## src/rtl/counter_pkg.sv

```systemverilog
// Shared constants for the counter library: default width and count-direction codes.
package counter_pkg;
  localparam int DEFAULT_COUNTER_WIDTH = 4;
  localparam bit COUNT_UP              = 1'b0;
  localparam bit COUNT_DOWN            = 1'b1;
endpackage

```

## src/rtl/tff_stage.sv

```systemverilog
// One ripple stage: rising-edge T flip-flop with asynchronous active-high reset.
module tff_stage (
  input  logic clk,
  input  logic reset,
  input  logic t,
  output logic q
);
  logic q_q;
  logic q_d;

  assign q_d = q_q ^ t;

  always_ff @(posedge clk or posedge reset) begin
    if (reset) q_q <= 1'b0;
    else       q_q <= q_d;
  end

  assign q = q_q;
endmodule

```

## src/rtl/ripple_up_down_counter.sv

```systemverilog
// Ripple (asynchronous) up/down binary counter built from a chain of toggling T flip-flops.
// COUNTER_QSYNC_EN adds q_sync, a clk-domain copy of q delayed by one cycle.
module ripple_up_down_counter
  import counter_pkg::*;
#(
  parameter int WIDTH = DEFAULT_COUNTER_WIDTH,
  parameter bit DOWN  = COUNT_UP
) (
  output logic [WIDTH-1:0] q,
  input  logic             clk,
  input  logic             reset
`ifdef COUNTER_QSYNC_EN
  ,
  output logic [WIDTH-1:0] q_sync
`endif
);
  logic [WIDTH-1:0] stage_q;
  logic [WIDTH-1:0] stage_clk;

  assign stage_clk[0] = clk;

  // Up-counting stages toggle when the previous bit falls, so they are clocked by its inverse.
  for (genvar i = 1; i < WIDTH; i++) begin : g_clk
    if (DOWN == COUNT_DOWN) begin : g_dn
      assign stage_clk[i] = stage_q[i-1];
    end else begin : g_up
      assign stage_clk[i] = ~stage_q[i-1];
    end
  end

  for (genvar i = 0; i < WIDTH; i++) begin : g_stage
    tff_stage u_tff (
      .clk   (stage_clk[i]),
      .reset (reset),
      .t     (1'b1),
      .q     (stage_q[i])
    );
  end

  assign q = stage_q;

`ifdef COUNTER_QSYNC_EN
  logic [WIDTH-1:0] q_sync_q;

  // Samples the value settled before this edge, giving a glitch-free copy one cycle late.
  always_ff @(posedge clk or posedge reset) begin
    if (reset) q_sync_q <= '0;
    else       q_sync_q <= stage_q;
  end

  assign q_sync = q_sync_q;
`endif
endmodule

```

## config.mk

```make
export PLATFORM = sky130hd
export DESIGN_NAME = ripple_up_down_counter
export DESIGN_NICKNAME = d
export VERILOG_FILES = /design/src/rtl/counter_pkg.sv /design/src/rtl/tff_stage.sv /design/src/rtl/ripple_up_down_counter.sv
export SDC_FILE = /design/constraint.sdc
export NUM_CORES = 1
export LEC_CHECK = 0
export CAP_MARGIN = 20
export CORE_AREA = 2 2 39 41
export DETAILED_ROUTE_END_ITERATION = 8
export DIE_AREA = 0 0 41 43
export SLEW_MARGIN = 20
export SYNTH_ARGS = -nofsm -noshare
export SYNTH_HDL_FRONTEND = slang
export SYNTH_SLANG_ARGS = --single-unit
```

## constraint.sdc

```tcl
create_clock -name clk -period 2 [get_ports clk]
set_clock_uncertainty 0.1 [all_clocks]
set_input_delay 0.4 -clock clk [delete_from_list [all_inputs] [get_ports clk]]
set_output_delay 0.4 -clock clk [all_outputs]
set_load 0.03 [all_outputs]
```

==> Yosys cells after proc, flatten, opt, wreduce, memory -nomap -nowiden <==
Cells that the tools add are included.
W data, S select, Z words.
{ "op_classes": {"n_addsub": 0, "mul": 0, "div_mod_pow": 0, "order_cmp": 0, "n_eq_ne": 0, "n_shift": 0, "mux": 0, "n_bitwise": 4, "reduce_logical": 0} }
{ "ops": {"columns": ["operator", "count"], "rows": [
  ["$not A1 Y1", 4]
]} }
{ "totals": {"ff_bits": 4, "latchBits": 0, "ram_bits": 0, "romBits": 0, "output_inout_bits": 4, "word_cells": 8, "memories": 0} }

==> Logic depth before layout (Yosys ltp) <==
{ "logic_depth": {"depth_word": 1, "depth_mapped": 1, "mapped_depth_nobuf": 1} }

==> Cells and area by module <==
A second synthesis with hierarchy kept.
{ "hier_totals": {"hier_cells": 16, "area_unflattened_um2": 165.2} }
{ "by_module_without_submodules": {"columns": ["mod", "n_inst", "cells_each", "area_per_inst_um2", "seq_area_each_um2"], "rows": [
  ["tff_stage", 4, 3, 37.5, 25.0],
  ["ripple_up_down_counter", 1, 4, 15.0, 0.0]
]} }

==> flow_metrics.py <==
metrics = {
    "floorplanning": {
        "dieWidth_um": 41,
        "io_pins": 6,
        "dieArea_sq_um": 1763,
        "core.rowCount": 14,
        "start_util_pct": 10.76,
        "core-area_sq_um": 1384,
        "die_h_um": 43,
    },
    "pwr": {
        "ir_drop_mv": 0.08984,
        "p_comb_share_pct": 14.5,
        "power.density_nw_per_um2": 127.4,
        "p_clk_share_pct": 0,
        "p_switching_mw": 0.001655,
        "p_total_mw": 0.02407,
        "switching_share_pct": 6.875,
        "seqPwrFrac_pct": 85.5,
        "power.internal_mw": 0.02241,
        "p_leak_nw": 0.1064,
    },
    "sta": {
        "layout_worst_path_cycle_share_pct": 76.22,
        "finalHoldViolCount": 0,
        "fin_tns_setup_ns": 0,
        "finalSetupViolCount": 0,
        "unclocked_pins": 3,
        "maxSlewHeadroom_pct": 78.98,
        "min_period_ns": 1.524,
        "rsz0062_at_grt": "no",
        "setup_ws_ns": 0.4756,
        "untimed_endpoints": 6,
        "max_freq_mhz": 656.0,
        "tightestPinTransition_ns": 0.3143,
        "slew_viol_final": 0,
    },
    "route": {
        "ant_nets": 0,
        "post-route-drc-count": 0,
        "drt-initial-drc-count": 0,
        "vias": 63,
        "dr.pass1.iters": 1,
        "routed_wl_um": 150,
        "wl_per_cell_um": 5.000,
        "vias_per_cell": 2.100,
    },
    "grt": {
        "globalRouteOverflowTotal": 0,
        "grt_max_degree": 5,
        "track_usage_pct": 1.611,
        "antenna_found_initial": 0,
        "first_global_vias": 49,
        "grt_pass1_wl_um": 213,
    },
    "placed_design": {
        "portBuffers": 5,
        "dp_hpwl_um": 139.6,
        "place_ws_ns": 0.4753,
        "dp.cells": 30,
        "gp_congestion": 0.5158,
    },
    "worst_setup_path": {
        "start_kind": "flop",
        "critical-path-max-stage-delay_ns": 0.68,
        "end_kind": "output port",
        "cp.buffers_inverters": 1,
        "critical_path_required_ns": 1.50,
        "cp_cell_sequence": "clkdlybuf4s50_1",
        "cp_max_fo": 3,
        "critPathKind": "flop to output port",
        "cp_slowest_cell": "clkdlybuf4s50_1",
        "arrival_ns": 1.02,
        "path_delay_family": "buffers and inverters",
    },
    "synth": {
        "synth.distinct_cells": 4,
        "synth.cell_area_sq_um": 148.9,
        "syn_nets": 15,
        "synth_seq_cells": 4,
        "avgSynthCellArea_sq_um": 11.45,
        "yosys_warnings": 0,
        "syn_inst": 13,
        "ys_seq_area_share_pct": 67.23,
    },
    "clock_network": {
        "cts_resized": 0,
        "postCtsHoldBufs": 0,
        "clock_latency_ns": 0,
        "cts_setup_buffers": 0,
        "cts.clk_slew.worst_paths_ns": 0,
    },
    "finish": {
        "nets": 18,
        "post-route-util_pct": 13.65,
        "drive_above_1_share_pct": 0,
        "multi_input_area_sq_um": 0,
        "num-multi-input-gates": 0,
        "stdcell_count": 30,
        "antenna_cells": 0,
        "largest_register_ff_count": 4,
        "area_delta_synth_final_pct": 26.89,
        "nFillCells": 157,
    },
    "run": {
        "maxCapViolCount": 0,
    },
    "worst_hold_path": {
        "min_path_type": "flop to flop",
    },
    "run_status": {
        "outcome": "finished clean",
    },
}
-- through the flow --
step	hold WS, ns	cell area [sq um]
final	0.3355	188.9
after global routing	0.3523	188.9
after CTS	0.3392	188.9
after detailed placement	0.3364	188.9
after global placement	0.3243	188.9
after floorplan	0.06603	148.9
-- synth_stat cells --
cell | number | area [sq um]
inv_1 | 5 | 18.77
dfrtn_1 | 3 | 75.07
buf_4 | 4 | 30.03
dfrtp_1 | 1 | 25.02
-- cells by family after synthesis --
logic type | Yosys count | synth area share, %
buffers and inverters | 9 | 32.78
flip-flops | 4 | 67.22
-- power groups by stage --
stage | clock, mW | combinational (mW) | sequential (mW)
after CTS | 0 | 0.00367 | 0.0206
after detailed placement | 0 | 0.00361 | 0.0206
final | 0 | 0.00348 | 0.0206
after global routing | 0 | 0.00395 | 0.0206
after floorplan | 0 | 0.00135 | 0.0206
after global placement | 0 | 0.00361 | 0.0206
-- final cells by class --
cell class / instances / area (sq um) / area share, %
tap: 16 / 20.02 / 10.60
inverter: 5 / 18.77 / 9.934
timing repair buffer: 5 / 50.05 / 26.49
sequential: 4 / 100.1 / 52.98
-- per-layer routing --
layer / vias up / routed length (um) / part of all wire, % / global-route usage (%)
met5: - / 0 / 0 / 0
met4: 0 / 0 / 0 / 0
met3: 0 / 31 / 21 / 0.5236
met2: 6 / 31 / 21 / 1.875
met1: 25 / 87 / 58 / 2.922
li1: 32 / - / - / -
-- cells in the final DEF (no fill, tap or decap) --
cell type | netlist | final
inv_1 | 5 | 5
clkdlybuf4s50_1 | 0 | 5
dfrtn_1 | 3 | 3
dfrtp_1 | 1 | 1
-- worst paths after layout --
| check | startpoint | end | slack (ns) | cells past startpoint |
|---|---|---|---|---|
| worst min register to register | g_stage[0].u_tff.q$_DFF_PP0_ | g_stage[0].u_tff.q$_DFF_PP0_ | 0.34 | 1 |
| worst max-delay path | g_stage[0].u_tff.q$_DFF_PP0_ | q[0] | 0.48 | 1 |
| worst min-delay path | g_stage[0].u_tff.q$_DFF_PP0_ | g_stage[0].u_tff.q$_DFF_PP0_ | 0.34 | 1 |
| max in group asynchronous | reset | g_stage[0].u_tff.q$_DFF_PP0_ | 1.16 | 2 |
| worst max register to register | g_stage[0].u_tff.q$_DFF_PP0_ | g_stage[0].u_tff.q$_DFF_PP0_ | 1.40 | 1 |
| min in group asynchronous | reset | g_stage[0].u_tff.q$_DFF_PP0_ | 0.49 | 2 |
No activity file was read; power rests on OpenSTA's default activity.
